## src/rtl/matmul_seq_mac_if.sv

```systemverilog
// Host-side handshake and matrix bus for the sequential MAC matrix multiplier.
// The master drives the request and operands; the slave returns status and the result.
interface matmul_seq_mac_if #(
  parameter int unsigned N  = 2,
  parameter int unsigned DW = 8,
  parameter int unsigned OW = 8
);
  logic                start;
  logic                abort;
  logic [N*N*DW-1:0]   a;
  logic [N*N*DW-1:0]   b;
  logic                busy;
  logic                done;
  logic [N*N*OW-1:0]   res;

  modport master (output start, output abort, output a, output b,
                  input  busy,  input  done,  input  res);
  modport slave  (input  start, input  abort, input  a, input  b,
                  output busy,  output done,  output res);
endinterface

```

## src/rtl/matmul_seq_mac.sv

```systemverilog
// N x N matrix multiplier RES = A * B built around one shared MAC, iterating i, j, k.
// Results are converted (saturate or wrap) per element and published on a one-cycle done pulse.
module matmul_seq_mac #(
  parameter int unsigned N      = 2,
  parameter int unsigned DW     = 8,
  parameter int unsigned OW     = 8,
  parameter int unsigned SIGNED = 0,
  parameter int unsigned SAT    = 1
) (
  input  logic              clk,
  input  logic              rst_n,
  matmul_seq_mac_if.slave   mm
);

  localparam int unsigned ACC_W = 2*DW + $clog2(N);
  localparam int unsigned IW    = $clog2(N);
  localparam int unsigned AW    = N*N*DW;
  localparam int unsigned RW    = N*N*OW;
  localparam logic [IW-1:0] LAST = IW'(N-1);

  typedef enum logic [1:0] {S_IDLE, S_CALC, S_DONE} state_e;

  state_e            state_q;
  logic [AW-1:0]     a_q, b_q;
  logic [RW-1:0]     work_q, work_d, res_q;
  logic [IW-1:0]     i_q, j_q, k_q;
  logic [ACC_W-1:0]  acc_q, acc_d;
  logic              busy_q, done_q;

  logic [DW-1:0]     a_m [N][N];
  logic [DW-1:0]     b_m [N][N];
  logic [DW-1:0]     a_el, b_el;
  logic [ACC_W-1:0]  op_a, op_b, prod;
  logic [OW-1:0]     elem;

  // Unpack latched operands into element arrays.
  for (genvar r = 0; r < N; r++) begin : g_row
    for (genvar c = 0; c < N; c++) begin : g_col
      assign a_m[r][c] = a_q[(r*N+c)*DW +: DW];
      assign b_m[r][c] = b_q[(r*N+c)*DW +: DW];
    end
  end

  // Shared MAC: product formed at full accumulator width after extension.
  always_comb begin
    a_el = a_m[i_q][k_q];
    b_el = b_m[k_q][j_q];
    if (SIGNED != 0) begin
      op_a = ACC_W'($signed(a_el));
      op_b = ACC_W'($signed(b_el));
    end else begin
      op_a = ACC_W'(a_el);
      op_b = ACC_W'(b_el);
    end
    prod  = op_a * op_b;
    acc_d = ((k_q == '0) ? '0 : acc_q) + prod;
  end

  // Accumulator to result element conversion.
  if (OW >= ACC_W) begin : g_ext
    if (SIGNED != 0) begin : g_sext
      assign elem = OW'($signed(acc_d));
    end else begin : g_zext
      assign elem = OW'(acc_d);
    end
  end else if (SAT != 0) begin : g_sat
    localparam logic [ACC_W-1:0] SMAX = {{(ACC_W-OW+1){1'b0}}, {(OW-1){1'b1}}};
    localparam logic [ACC_W-1:0] SMIN = {{(ACC_W-OW+1){1'b1}}, {(OW-1){1'b0}}};
    always_comb begin
      elem = acc_d[OW-1:0];
      if (SIGNED != 0) begin
        if ($signed(acc_d) > $signed(SMAX))      elem = SMAX[OW-1:0];
        else if ($signed(acc_d) < $signed(SMIN)) elem = SMIN[OW-1:0];
      end else if (|acc_d[ACC_W-1:OW]) begin
        elem = '1;
      end
    end
  end else begin : g_wrap
    assign elem = acc_d[OW-1:0];
  end

  // Work buffer write on the last k of each (i,j).
  for (genvar e = 0; e < N*N; e++) begin : g_work
    assign work_d[e*OW +: OW] =
      (k_q == LAST && i_q == IW'(e / N) && j_q == IW'(e % N)) ? elem : work_q[e*OW +: OW];
  end

  always_ff @(posedge clk or negedge rst_n) begin
    if (!rst_n) begin
      state_q <= S_IDLE;
      a_q     <= '0;
      b_q     <= '0;
      work_q  <= '0;
      res_q   <= '0;
      i_q     <= '0;
      j_q     <= '0;
      k_q     <= '0;
      acc_q   <= '0;
      busy_q  <= 1'b0;
      done_q  <= 1'b0;
    end else begin
      done_q <= 1'b0;
      case (state_q)
        S_IDLE: begin
          if (mm.start) begin
            a_q     <= mm.a;
            b_q     <= mm.b;
            i_q     <= '0;
            j_q     <= '0;
            k_q     <= '0;
            acc_q   <= '0;
            busy_q  <= 1'b1;
            state_q <= S_CALC;
          end
        end
        S_CALC: begin
          if (mm.abort) begin
            busy_q  <= 1'b0;
            state_q <= S_IDLE;
          end else begin
            acc_q  <= acc_d;
            work_q <= work_d;
            // k innermost, then j, then i.
            if (k_q == LAST) begin
              k_q <= '0;
              if (j_q == LAST) begin
                j_q <= '0;
                if (i_q == LAST) begin
                  i_q     <= '0;
                  state_q <= S_DONE;
                end else begin
                  i_q <= i_q + 1'b1;
                end
              end else begin
                j_q <= j_q + 1'b1;
              end
            end else begin
              k_q <= k_q + 1'b1;
            end
          end
        end
        S_DONE: begin
          res_q   <= work_q;
          done_q  <= 1'b1;
          busy_q  <= 1'b0;
          state_q <= S_IDLE;
        end
        default: state_q <= S_IDLE;
      endcase
    end
  end

  assign mm.busy = busy_q;
  assign mm.done = done_q;
  assign mm.res  = res_q;

endmodule
```

## src/flat_wrapper.sv

```systemverilog
// flat-port wrapper written by rule: the top's interface ports become plain ports
module matmul_seq_mac_flat 
#(
  parameter int unsigned N      = 2,
  parameter int unsigned DW     = 8,
  parameter int unsigned OW     = 8,
  parameter int unsigned SIGNED = 0,
  parameter int unsigned SAT    = 1
)
  (clk, rst_n, mm_start, mm_abort, mm_a, mm_b, mm_busy, mm_done, mm_res);
  matmul_seq_mac_if #(.N(N), .DW(DW), .OW(OW)) mm_i ();
  input  logic clk;
  input  logic rst_n;
  input wire logic [$bits(mm_i.start)-1:0] mm_start;
  input wire logic [$bits(mm_i.abort)-1:0] mm_abort;
  input wire logic [$bits(mm_i.a)-1:0] mm_a;
  input wire logic [$bits(mm_i.b)-1:0] mm_b;
  output wire logic [$bits(mm_i.busy)-1:0] mm_busy;
  output wire logic [$bits(mm_i.done)-1:0] mm_done;
  output wire logic [$bits(mm_i.res)-1:0] mm_res;
  assign mm_i.start = mm_start;
  assign mm_i.abort = mm_abort;
  assign mm_i.a = mm_a;
  assign mm_i.b = mm_b;
  assign mm_busy = mm_i.busy;
  assign mm_done = mm_i.done;
  assign mm_res = mm_i.res;
  matmul_seq_mac #(.N(N), .DW(DW), .OW(OW), .SIGNED(SIGNED), .SAT(SAT)) u_core (.clk(clk), .rst_n(rst_n), .mm(mm_i));
endmodule
```

## config.mk

```make
export PLATFORM = sky130hd
export DESIGN_NAME = matmul_seq_mac_flat
export DESIGN_NICKNAME = d
export VERILOG_FILES = /design/src/rtl/matmul_seq_mac_if.sv /design/src/rtl/matmul_seq_mac.sv /design/src/flat_wrapper.sv
export SDC_FILE = /design/constraint.sdc
export NUM_CORES = 1
export LEC_CHECK = 0
export CAP_MARGIN = 15
export CELL_PAD_IN_SITES_DETAIL_PLACEMENT = 1
export CELL_PAD_IN_SITES_GLOBAL_PLACEMENT = 1
export CORE_MARGIN = 8
export CORE_UTILIZATION = 50
export CTS_BUF_LIST = sky130_fd_sc_hd__clkbuf_16
export DETAILED_ROUTE_END_ITERATION = 8
export PLACE_DENSITY = 0.95
export SYNTH_ARGS = -nofsm -noshare
export SYNTH_HDL_FRONTEND = slang
export SYNTH_SLANG_ARGS = --single-unit
```

## constraint.sdc

```tcl
create_clock -name clk -period 16.9 [get_ports clk]
set_input_delay 1.69 -clock clk [delete_from_list [all_inputs] [get_ports clk]]
set_output_delay 1.69 -clock clk [all_outputs]
set_load 0.05 [all_outputs]
```

# Yosys cells after proc, flatten, opt, wreduce, memory -nomap -nowiden
# Index checks and enable logic that the tools add are counted.
# totals
reg_bits	152
inputBits	68
out_inout_bits	34
# op_classes
n_addsub	4
n_mul	1
magnitude_cmp	3
eq_ne	10
mux	40
n_bitwise	6
reduce_logical	20
# ops
cell	n
16-bit 2-to-1 mux	6
8-bit 2-to-1 mux	7
17-bit 2-to-1 mux	3
17-bit one-hot mux with 2 select lines	1
3-bit AND reduction	6
17-bit adder	1
8-bit by 8-bit multiplier with 16-bit output	1
1-bit 2-to-1 mux	13
2-bit 2-to-1 mux	5
3-bit by 2-bit != test with 1-bit output, second input constant	3
9-bit OR reduction	1
4-bit AND reduction	2
2-bit greater-or-equal comparator, second input constant	3
1-bit logical AND	6
2-bit != test, second input constant	3
1-bit NOT with 2-bit output	3
1-bit one-hot mux with 2 select lines	3
5-bit AND reduction	1
2-bit by 1-bit != test with 1-bit output, second input constant	2
2-bit one-hot mux with 2 select lines	1
1-bit adder, second input constant	3
1-bit NOT	3
1-bit one-hot mux with 3 select lines	1
3-bit nonzero test	1
other kinds (5)	5

# Logic depth before layout (Yosys ltp)
# Gate-level depths: netlist (run 1).
# logic_depth
ltp_word	11
depth_mapped	29

# Least setup slack after synthesis (run 1)
# No wires, ideal clock.
# synth_timing
path_kind	register -> register
from	register u_core.k_q
to	register u_core.work_q[29]
t_arrival_ns	6.527
required_time_ns	16.750
slack_ns	10.223
path_stages_with_launch	26
n_path_buf	3
cell_sequence	dfrtp_1 -> buf_2 -> clkbuf_1 -> mux4_2 -> nand2_1 -> fa_1 -> fa_1 -> inv_1 -> fa_1 -> inv_1 -> fa_1 -> inv_1 -> ha_1 -> inv_1 -> o21a_1 -> nor3_1 -> a21oi_1 -> xnor2_1 -> ha_1 -> o21ai_0 -> o21bai_2 -> xor2_1 -> o31a_2 -> nor4_4 -> buf_6 -> a41oi_1
# synth_between
elab_chain_len	11
# synth_lines
element	line	source
from (decl)	matmul_seq_mac.sv:26	logic [IW-1:0] i_q, j_q, k_q;
from (signal assigned)	matmul_seq_mac.sv:138	k_q <= k_q + 1'b1;
1-bit NOT with 2-bit output (implied by the code)	matmul_seq_mac.sv:46, matmul_seq_mac.sv:47	
16-bit 2-to-1 mux (implied by the code) (3 in series)	matmul_seq_mac.sv:47	b_el = b_m[k_q][j_q];
8-bit 2-to-1 mux (implied by the code) (3 in series)	matmul_seq_mac.sv:47	
8-bit by 8-bit multiplier with 16-bit output	matmul_seq_mac.sv:55	prod = op_a * op_b;
17-bit adder	matmul_seq_mac.sv:56	acc_d = ((k_q == '0) ? '0 : acc_q) + prod;
9-bit OR reduction	matmul_seq_mac.sv:74	end else if (|acc_d[ACC_W-1:OW]) begin
8-bit 2-to-1 mux	matmul_seq_mac.sv:74	
to (signal assigned)	matmul_seq_mac.sv:122	work_q <= work_d;
to (decl)	matmul_seq_mac.sv:25	logic [RW-1:0] work_q, work_d, res_q;
# Parallel ways exist; a longest one is shown, timed or not. The select of a mux whose other input is x is not followed.
# A chain may end at the register's enable or synchronous reset.

# Final worst setup path (run 1)
# layout_timing
from	register u_core.k_q
to	register u_core.work_q[19]
# Same word-level chain as after synthesis.

==> results of run 1 <==
-- metrics by stage --
step / worst slack, ns / hold slack [ns] / util, % / cell area, sq um / instances
after global placement: 9.55 / 0.456 / 56.7 / 10500 / 1125
after detailed placement: 9.16 / 0.475 / 56.7 / 10500 / 1125
after CTS: 8.86 / 0.497 / 59.9 / 11100 / 1157
final: 8.73 / 0.508 / 59.9 / 11100 / 1158
after global routing: 8.29 / 0.530 / 59.9 / 11100 / 1158
after floorplan: 10.22 / 0.441 / - / 9340 / 818
-- routing by layer --
metal / global-route usage, % / part of all wire (%) / up-vias
met5: 0 / 0 / -
met1: 32.0 / 38 / 3893
met4: 14.4 / 4.2 / 0
met3: 5.90 / 4.8 / 113
met2: 49.8 / 53 / 302
li1: - / - / 3074
-- cells in the final DEF (no fill, tap or decap), types with 3 or more instances in the layout --
| cell type | n |
|---|---|
| a21o_1 | 7 |
| a21oi_1 | 18 |
| a22o_1 | 4 |
| a31oi_1 | 5 |
| a41oi_1 | 32 |
| and2_1 | 46 |
| and3_1 | 4 |
| buf_4 | 9 |
| clkbuf_16 | 17 |
| clkdlybuf4s50_1 | 100 |
| clkinv_4 | 4 |
| dfrtp_1 | 152 |
| fa_1 | 37 |
| ha_1 | 56 |
| inv_1 | 61 |
| inv_6 | 3 |
| mux2_2 | 96 |
| mux4_2 | 16 |
| nand2_1 | 67 |
| nand2b_1 | 5 |
| nand3_1 | 8 |
| nand4_1 | 3 |
| nor2_1 | 54 |
| nor2b_1 | 5 |
| nor3_1 | 8 |
| o21ai_0 | 21 |
| o21ai_1 | 7 |
| o31ai_1 | 7 |
| xnor2_1 | 13 |
| xor2_1 | 10 |
-- cells by family after synthesis --
logic type	after synthesis
flip-flops	152
XOR/XNOR	23
adder cells (fa/ha/maj)	93
AND/OR/NAND/NOR	216
buffers and inverters	94
AO/OA/AOI/OAI	128
multiplexers	112
-- final cells by class --
type                    count  area share [%]
inverters                  58            1.96
well taps                 234            2.64
clock inverters            15            1.38
flip-flops and latches    152            34.3
clock buffers              17            3.83
repair buffers            110            9.73
multi-input cells         572            46.2
-- worst max-delay path: stages, from the launching register on --
cell and delay (ns):
dfrtp_1 0.81, buf_4 0.45, mux4_2 0.68, and2_1 0.21, ha_1 0.22, fa_1 0.51
ha_1 0.36, fa_1 0.64, ha_1 0.26, a21o_1 0.19, a21oi_1 0.26, nor2b_1 0.11
o41ai_1 0.50, o21ai_1 0.22, o41ai_1 0.35, xnor2_1 0.12, ha_1 0.38, and3_1 0.28
nand2_1 0.12, o21ai_0 0.29, o21ai_1 0.17, nor4_4 0.16, buf_4 0.39, a41oi_1 0.25
-- Yosys cell counts, drive strengths merged (2+ instances only) --
| cell | instances |
|---|---|
| dfrtp | 152 |
| mux2 | 96 |
| nand2 | 68 |
| inv | 58 |
| ha | 56 |
| nor2 | 55 |
| and2 | 47 |
| fa | 37 |
| a41oi | 33 |
| o21ai | 28 |
| a21oi | 21 |
| buf | 20 |
| clkbuf | 16 |
| mux4 | 16 |
| xnor2 | 13 |
| xor2 | 10 |
| nor3 | 9 |
| nand3 | 8 |
| a21o | 7 |
| o31ai | 7 |
| a31oi | 5 |
| and3 | 5 |
| nand2b | 5 |
| nor2b | 5 |
| a22o | 4 |
| nand4 | 4 |
| a211oi | 3 |
| o211ai | 3 |
| nand4b | 2 |
| nor4b | 2 |
| o211a | 2 |
| o21a | 2 |
| o21bai | 2 |
| o41ai | 2 |
| or2 | 2 |
| or3 | 2 |
-- flip-flops by register name (all words and copies together), names as in the netlist --
name	cells
u_core.a_q	32
u_core.acc_q	17
u_core.b_q	32
u_core.i_q	1
u_core.j_q	1
u_core.k_q	1
u_core.mm.busy	1
u_core.mm.done	1
u_core.mm.res	32
u_core.state_q	2
u_core.work_q	32
-- final timing paths --
kind                                   from           endpoint  slack, ns  cells after the start
hold / removal             u_core.acc_q[14]   u_core.acc_q[14]       0.51                      2
setup reg to reg                 u_core.k_q  u_core.work_q[19]       8.73                     23
min in group asynchronous             rst_n   u_core.mm.res[4]       1.29                      1
hold reg to reg            u_core.acc_q[14]   u_core.acc_q[14]       0.51                      2
setup / recovery                 u_core.k_q  u_core.work_q[19]       8.73                     23
max in group asynchronous             rst_n     u_core.a_q[17]      14.16                      2
==> flow_metrics.tcl, run 1 <==
set metrics [dict create \
    fillers 1892 \
    dieArea_sq_um 23300 \
    drive_above_1_share_pct 18.3 \
    outcome "finished, final reports clean" \
    area_delta_synth_final_pct 18.8 \
    cts-root-buf "clkbuf_16" \
    seq_area_sq_um 3800 \
    ios 102 \
    post_cts_resized 0 \
    place.gp.congestion 0.865 \
    syn_area_sq_um 9340 \
    skew_ns 0.00853 \
    clk_latency_ns 0.44 \
    grt_pass1_vias 8500 \
    antenna_found_initial 0 \
    synth_top_cell_by_area "dfrtp_1" \
    drv_cap 0 \
    fp.dieW_um 153 \
    dpl.hpwl_um 20600 \
    clkTransAtPathRegs_ns 0.07 \
    cts_max_level 4 \
    yosys-top-cells-area "dfrtp_1 41%, mux2_2 12%, fa_1 7.9%" \
    port_buffers 101 \
    grt-ovfl-total 0 \
    finalSetupTns_ns 0 \
    critPathLaunchType "flip-flop" \
    synth-edff-count 0 \
    yosys_warnings 0 \
    synth.distinct_cells 63 \
    ys_ff_latch 152 \
    syn_nets 979 \
    rows 50 \
    maxSlewHeadroom_pct 28.5 \
    drc_errors 0 \
    finalCriticalPeriod_ns 8.17 \
    rsz0062_at_grt "no" \
    cts.sinks 152 \
    avgSynthCellArea_sq_um 11.4 \
    yosys.area.top_type_share_pct 40.7 \
    viasPerCell 6.37 \
    critPathKind "flip-flop to flip-flop" \
    drtIter0Drc 481 \
    fmax_ghz 0.122 \
    drt-total-wl_um 32500 \
    start_util_pct 50.4 \
    slew_viol_final 0 \
    worst_pin_slew_ns 1.07 \
    synth-compound-area-share_pct 10.2 \
    grt_max_degree 80 \
    synth-simple-area-share_pct 11.6 \
    cts_inserted_buffers 17 \
    ys_seq_area_share_pct 40.7 \
    synth_ff_type "dfrtp_1" \
    muxShareOfSynthArea_pct 15.4 \
    core_sq_um 18500 \
    cp_max_fo 32 \
    worst_ep_required_time_ns 17.14 \
    hp-class "flip-flop to flip-flop" \
    detail_route.wl_per_cell_um 28.0 \
    post_cts_buffers 0 \
    cts-hold-fix-buffers 0 \
    hold_violations 0 \
    synth_fa_ha_area_share_pct 15.4 \
    post-route-period-util_pct 48.4 \
    insertedDiodeCount 0 \
    cts_tree "built" \
    layout.nets 1072 \
    cp.arrival_ns 8.41 \
    multiInputGateArea_sq_um 5120 \
    async_flop_share_pct 100 \
    endpoint_kind "flip-flop" \
    grt.total_usage_pct 28.3 \
    vias 7382 \
    setup_viol 0 \
    synth_xor_area_share_pct 2.16 \
    die_h_um 153 \
    clock_path_buffers 2 \
    first_pass_iters 5 \
    synth_top_family_by_area "adder cells" \
    grt_pass1_wl_um 51200 \
    ant_nets 0 \
    synthCells 818 \
]
Power of run 1 is not shown: default switching activity piles up to over one toggle a cycle in this logic, so the estimate is an artifact.
==> run 2: changes to the inputs <==
Settings changed: CORE_UTILIZATION 50 to 42, PLACE_DENSITY 0.95 to 0.87.
Clock period 16.9 ns to 7.5 ns, I/O delays scaled along.
==> run 2 against run 1 <==
Compared with the run above:
- flip-flop and latch count stayed put
- global-route usage shrank 7.2 points
- sequential share of layout area is 0.39 points lower
- clock skew about the same
- register-to-register slack got worse by 8.4 ns
- wire length is 14% lower
==> flow_metrics.tcl, run 2 (synthesis gave the netlist of run 1 again) <==
set metrics [dict create \
    outcome "finished, final reports clean" \
    layout.nets 1076 \
    grt_pass1_vias 7982 \
    fp.dieW_um 165 \
    insertedDiodeCount 0 \
    drc_errors 0 \
    cp.arrival_ns 7.45 \
    worst_pin_slew_ns 1.15 \
    first_pass_iters 4 \
    grt.total_usage_pct 21.0 \
    drt-total-wl_um 28000 \
    skew_ns 0.00830 \
    fmax_ghz 0.139 \
    mostFrequentLayoutCells "149 x dfrtp_1, 100 x clkdlybuf4s50_1, 96 x mux2_2, 67 x nand2_1, 59 x inv_1" \
    place_ws_ns -0.0511 \
    cts_inserted_buffers 17 \
    vias 6992 \
    cts.sinks 152 \
    critPathLaunchType "flip-flop" \
    cts-root-buf "clkbuf_16" \
    dpl.hpwl_um 19000 \
    finalCriticalPeriod_ns 7.21 \
    place.gp.congestion 0.896 \
    hp-class "input port to asynchronous set/reset pin" \
    grt_max_degree 89 \
    worst_ep_required_time_ns 7.74 \
    routed-wl-met2_um 14600 \
    clock_path_buffers 2 \
    core_sq_um 21800 \
    timing.hold.ws_ns 0.372 \
    die_h_um 165 \
    detail_route.wl_per_cell_um 23.2 \
    cts_tree "built" \
    critPathKind "flip-flop to flip-flop" \
    ios 102 \
    clkTransAtPathRegs_ns 0.07 \
    port_buffers 101 \
    clk_latency_ns 0.43 \
    wl_met3_um 1090 \
    max_stage_delay_ns 0.65 \
    area_delta_synth_final_pct 20.3 \
    cts_max_level 4 \
    dieArea_sq_um 27300 \
    maxSlewHeadroom_pct 23.3 \
    ant_nets 0 \
    drtIter0Drc 528 \
    highest_layer "met4" \
    finalSetupTns_ns 0 \
    wl_met1_um 11600 \
    drv_cap 0 \
    layout_commonest_cell "dfrtp_1" \
    fillers 2282 \
    start_util_pct 42.8 \
    endpoint_kind "flip-flop" \
    post-route-period-util_pct 96.1 \
    grt_pass1_wl_um 44500 \
    cp_max_fo 32 \
    hold_violations 0 \
    setup_ws_ns 0.289 \
    slew_viol_final 0 \
    slowest_stage "mux4_2" \
    grt-ovfl-total 0 \
    drive_above_1_share_pct 19.1 \
    antenna_found_initial 0 \
    rows 54 \
    viasPerCell 5.79 \
    setup_viol 0 \
]
run 2: changes by cell type in the layout (fill, tap and decap cells not counted), sizes merged:
cell | before | now
clkinvlp | 0 | 1
buf | 10 | 14
bufinv | 2 | 4
inv | 65 | 64
clkinv | 6 | 3
run 2: stage by stage:
| step | utilization (%) | std cells | instance area, sq um |
|---|---|---|---|
| 6_report | 51.5 | 1207 | 11200 |
| 2_1_floorplan | - | 818 | 9340 |
| 3_5_place_dp | 48.5 | 1173 | 10600 |
| 3_3_place_gp | 48.5 | 1173 | 10600 |
| 5_1_grt | 51.5 | 1207 | 11200 |
| 4_1_cts | 51.3 | 1204 | 11200 |
run 2: final timing paths:
kind                                 start           endpoint  slack (ns)  depth (start not counted)
min in group clk           u_core.acc_q[9]    u_core.acc_q[9]        0.48                          2
hold reg to reg            u_core.acc_q[9]    u_core.acc_q[9]        0.48                          2
setup / recovery                u_core.i_q   u_core.work_q[5]        0.29                         25
max in group asynchronous            rst_n         u_core.i_q        5.73                          2
hold / removal                       rst_n  u_core.mm.res[12]        0.37                          1
setup reg to reg                u_core.i_q   u_core.work_q[5]        0.29                         25
run 2: critical path: cells and delay by family, from the launching register on:
family	cells	cell delay, ns
fa+ha+maj	6	2.86
compound gates	7	1.30
buf+inv	6	0.78
mux	1	0.65
flops	1	0.60
simple gates	3	0.51
xor+xnor	2	0.29
run 2: layer usage:
layer | GRT usage (%) | vias to the layer above
li1 | - | 3073
met5 | 0 | -
met2 | 36.8 | 207
met4 | 7.58 | 0
met3 | 3.57 | 53
met1 | 25.8 | 3659
run 2: layout make-up:
cell class	count	area (sq um)	area share [%]
clock buffer	17	425	3.78
timing repair buffer	114	1110	9.91
sequential	152	3810	33.9
multi-input combinational	572	5130	45.6
clock inverter	14	194	1.73
inverter	58	218	1.94
tap	280	350	3.12
run 2: repair_timing:
action / 4_1_cts / 5_1_grt
resized for setup: 1 / 5
hold buffers: 0 / 0
setup buffers: 0 / 2
pin swaps: 0 / 1
endpoints found under the setup margin: 31 / 32
Power of run 2 is left out for the same reason.
==> run 3: changes to the inputs <==
Settings changed: CORE_MARGIN 8 to default.
==> run 3 against run 2 <==
Compared with the run above:
- clock skew hardly changed
- die area is 16% lower
- worst hold slack gained 0.063 ns
- design area down 0.18%
- final cell count about the same
- critical endpoint is now u_core.work_q[26]
==> flow_metrics.tcl, run 3 (synthesis gave the netlist of run 1 again) <==
set metrics [dict create \
    grt_pass1_wl_um 41800 \
    place.gp.congestion 0.867 \
    cp_max_fo 32 \
    ios 102 \
    detail_route.wl_per_cell_um 22.3 \
    insertedDiodeCount 0 \
    endpoint_kind "flip-flop" \
    layout.nets 1077 \
    skew_ns 0.00796 \
    first_pass_iters 5 \
    clkTransAtPathRegs_ns 0.07 \
    fillers 2285 \
    grt_pass1_vias 7555 \
    critPathKind "flip-flop to flip-flop" \
    drtIter0Drc 466 \
    cts_inserted_buffers 17 \
    seq_area_sq_um 3810 \
    cts-root-buf "clkbuf_16" \
    area_delta_synth_final_pct 20.1 \
    fmax_ghz 0.139 \
    cts.sinks 152 \
    setup_viol 0 \
    mostFrequentLayoutCells "149 x dfrtp_1, 100 x clkdlybuf4s50_1, 96 x mux2_2, 67 x nand2_1, 59 x inv_1" \
    hold_violations 0 \
    finalCriticalPeriod_ns 7.22 \
    maxSlewHeadroom_pct 23.5 \
    post-route-period-util_pct 96.2 \
    hp-class "input port to asynchronous set/reset pin" \
    die_h_um 151 \
    drive_above_1_share_pct 19.6 \
    drt-total-wl_um 26900 \
    critPathLaunchType "flip-flop" \
    layout_commonest_cell "dfrtp_1" \
    grt-ovfl-total 0 \
    rows 54 \
    vias 7000 \
    final_cells 1208 \
    drv_cap 0 \
    slew_viol_final 0 \
    ant_nets 0 \
    placed_cells 1173 \
    drc_errors 0 \
    clock_path_buffers 2 \
    worst_ep_required_time_ns 7.74 \
    antenna_found_initial 1 \
    cts_max_level 4 \
    grt_max_degree 104 \
    core_sq_um 21800 \
    timing.hold.ws_ns 0.436 \
    cts-hold-fix-buffers 0 \
    outcome "finished, final reports clean" \
    dieArea_sq_um 22800 \
    cts_tree "built" \
    fp.dieW_um 151 \
    port_buffers 101 \
    multiInputGateArea_sq_um 5140 \
    dpl.hpwl_um 17800 \
    grt.total_usage_pct 24.4 \
    worst_pin_slew_ns 1.14 \
    start_util_pct 42.8 \
    clk_latency_ns 0.43 \
    viasPerCell 5.79 \
    cp.arrival_ns 7.45 \
]
[run 3: cell count changes in the layout (fill, tap and decap cells not counted)]
| cell | delta |
|---|---|
| clkinv_1 | -2 |
| inv_6 | -2 |
| a21oi_1 | -1 |
| o21ai_1 | +1 |
| buf_4 | +1 |
| o21ai_2 | +1 |
| buf_6 | -1 |
| clkinv_4 | +3 |
| bufinv_16 | -2 |
| clkinv_2 | +3 |
| a21oi_2 | +1 |
| buf_12 | +1 |
| o21ai_0 | -2 |
[run 3: worst paths after layout]
| check | from | to | slack [ns] | cells after the start |
|---|---|---|---|---|
| setup / recovery | u_core.i_q | u_core.work_q[26] | 0.28 | 25 |
| hold / removal | rst_n | u_core.a_q[22] | 0.44 | 1 |
| setup reg to reg | u_core.i_q | u_core.work_q[26] | 0.28 | 25 |
| hold reg to reg | u_core.acc_q[11] | u_core.acc_q[11] | 0.47 | 2 |
| max in group asynchronous | rst_n | u_core.i_q | 5.76 | 2 |
| min in group clk | u_core.acc_q[11] | u_core.acc_q[11] | 0.47 | 2 |
[run 3: per-stage QoR]
step | worst slack [ns] | cell area, sq um | setup TNS, ns | utilization, %
2_1_floorplan | 0.823 | 9340 | 0 | -
3_5_place_dp | 0.0417 | 10600 | 0 | 48.5
6_report | 0.283 | 11200 | 0 | 51.4
5_1_grt | -0.0618 | 11200 | -0.436 | 51.4
4_1_cts | 0.00726 | 11200 | 0 | 51.1
3_3_place_gp | 0.338 | 10600 | 0 | 48.5
[run 3: critical path, stage by stage (launching register included)]
cell	delay (ns)
dfrtp_4	0.58
mux4_2	0.65
nand2_1	0.16
fa_1	0.49
fa_1	0.59
inv_1	0.10
fa_1	0.55
inv_1	0.06
fa_1	0.53
inv_1	0.05
ha_1	0.34
inv_1	0.09
o21a_1	0.19
nor3_1	0.30
a21oi_1	0.13
xnor2_1	0.23
ha_1	0.35
o21ai_1	0.18
o21bai_2	0.17
buf_4	0.17
nor4b_4	0.20
o21ai_1	0.08
o31a_2	0.14
nor4_4	0.31
buf_12	0.23
a41oi_1	0.15
[run 3: routing by layer]
| metal | track usage, % | vias up | wire length (um) |
|---|---|---|---|
| met5 | 0 | - | 14 |
| met4 | 10.4 | 2 | 1100 |
| met3 | 4.52 | 86 | 1240 |
| met2 | 42.1 | 256 | 13800 |
| met1 | 30.0 | 3588 | 10800 |
| li1 | - | 3068 | - |
[run 3: cell type report]
cell class	instances	area share, %
Sequential cell	152	34.0
Inverter	58	1.94
Clock buffer	17	3.79
Tap cell	280	3.12
Timing Repair Buffer	115	10.1
Multi-Input combinational cell	572	45.8
Clock inverter	14	1.34
[run 3: timing repair]
| action | in CTS | in global routing |
|---|---|---|
| pin swaps | 0 | 1 |
| setup buffers | 0 | 4 |
| gates resized for setup | 1 | 11 |
| setup endpoints to repair | 32 | 32 |
Power of run 3 is left out for the same reason.
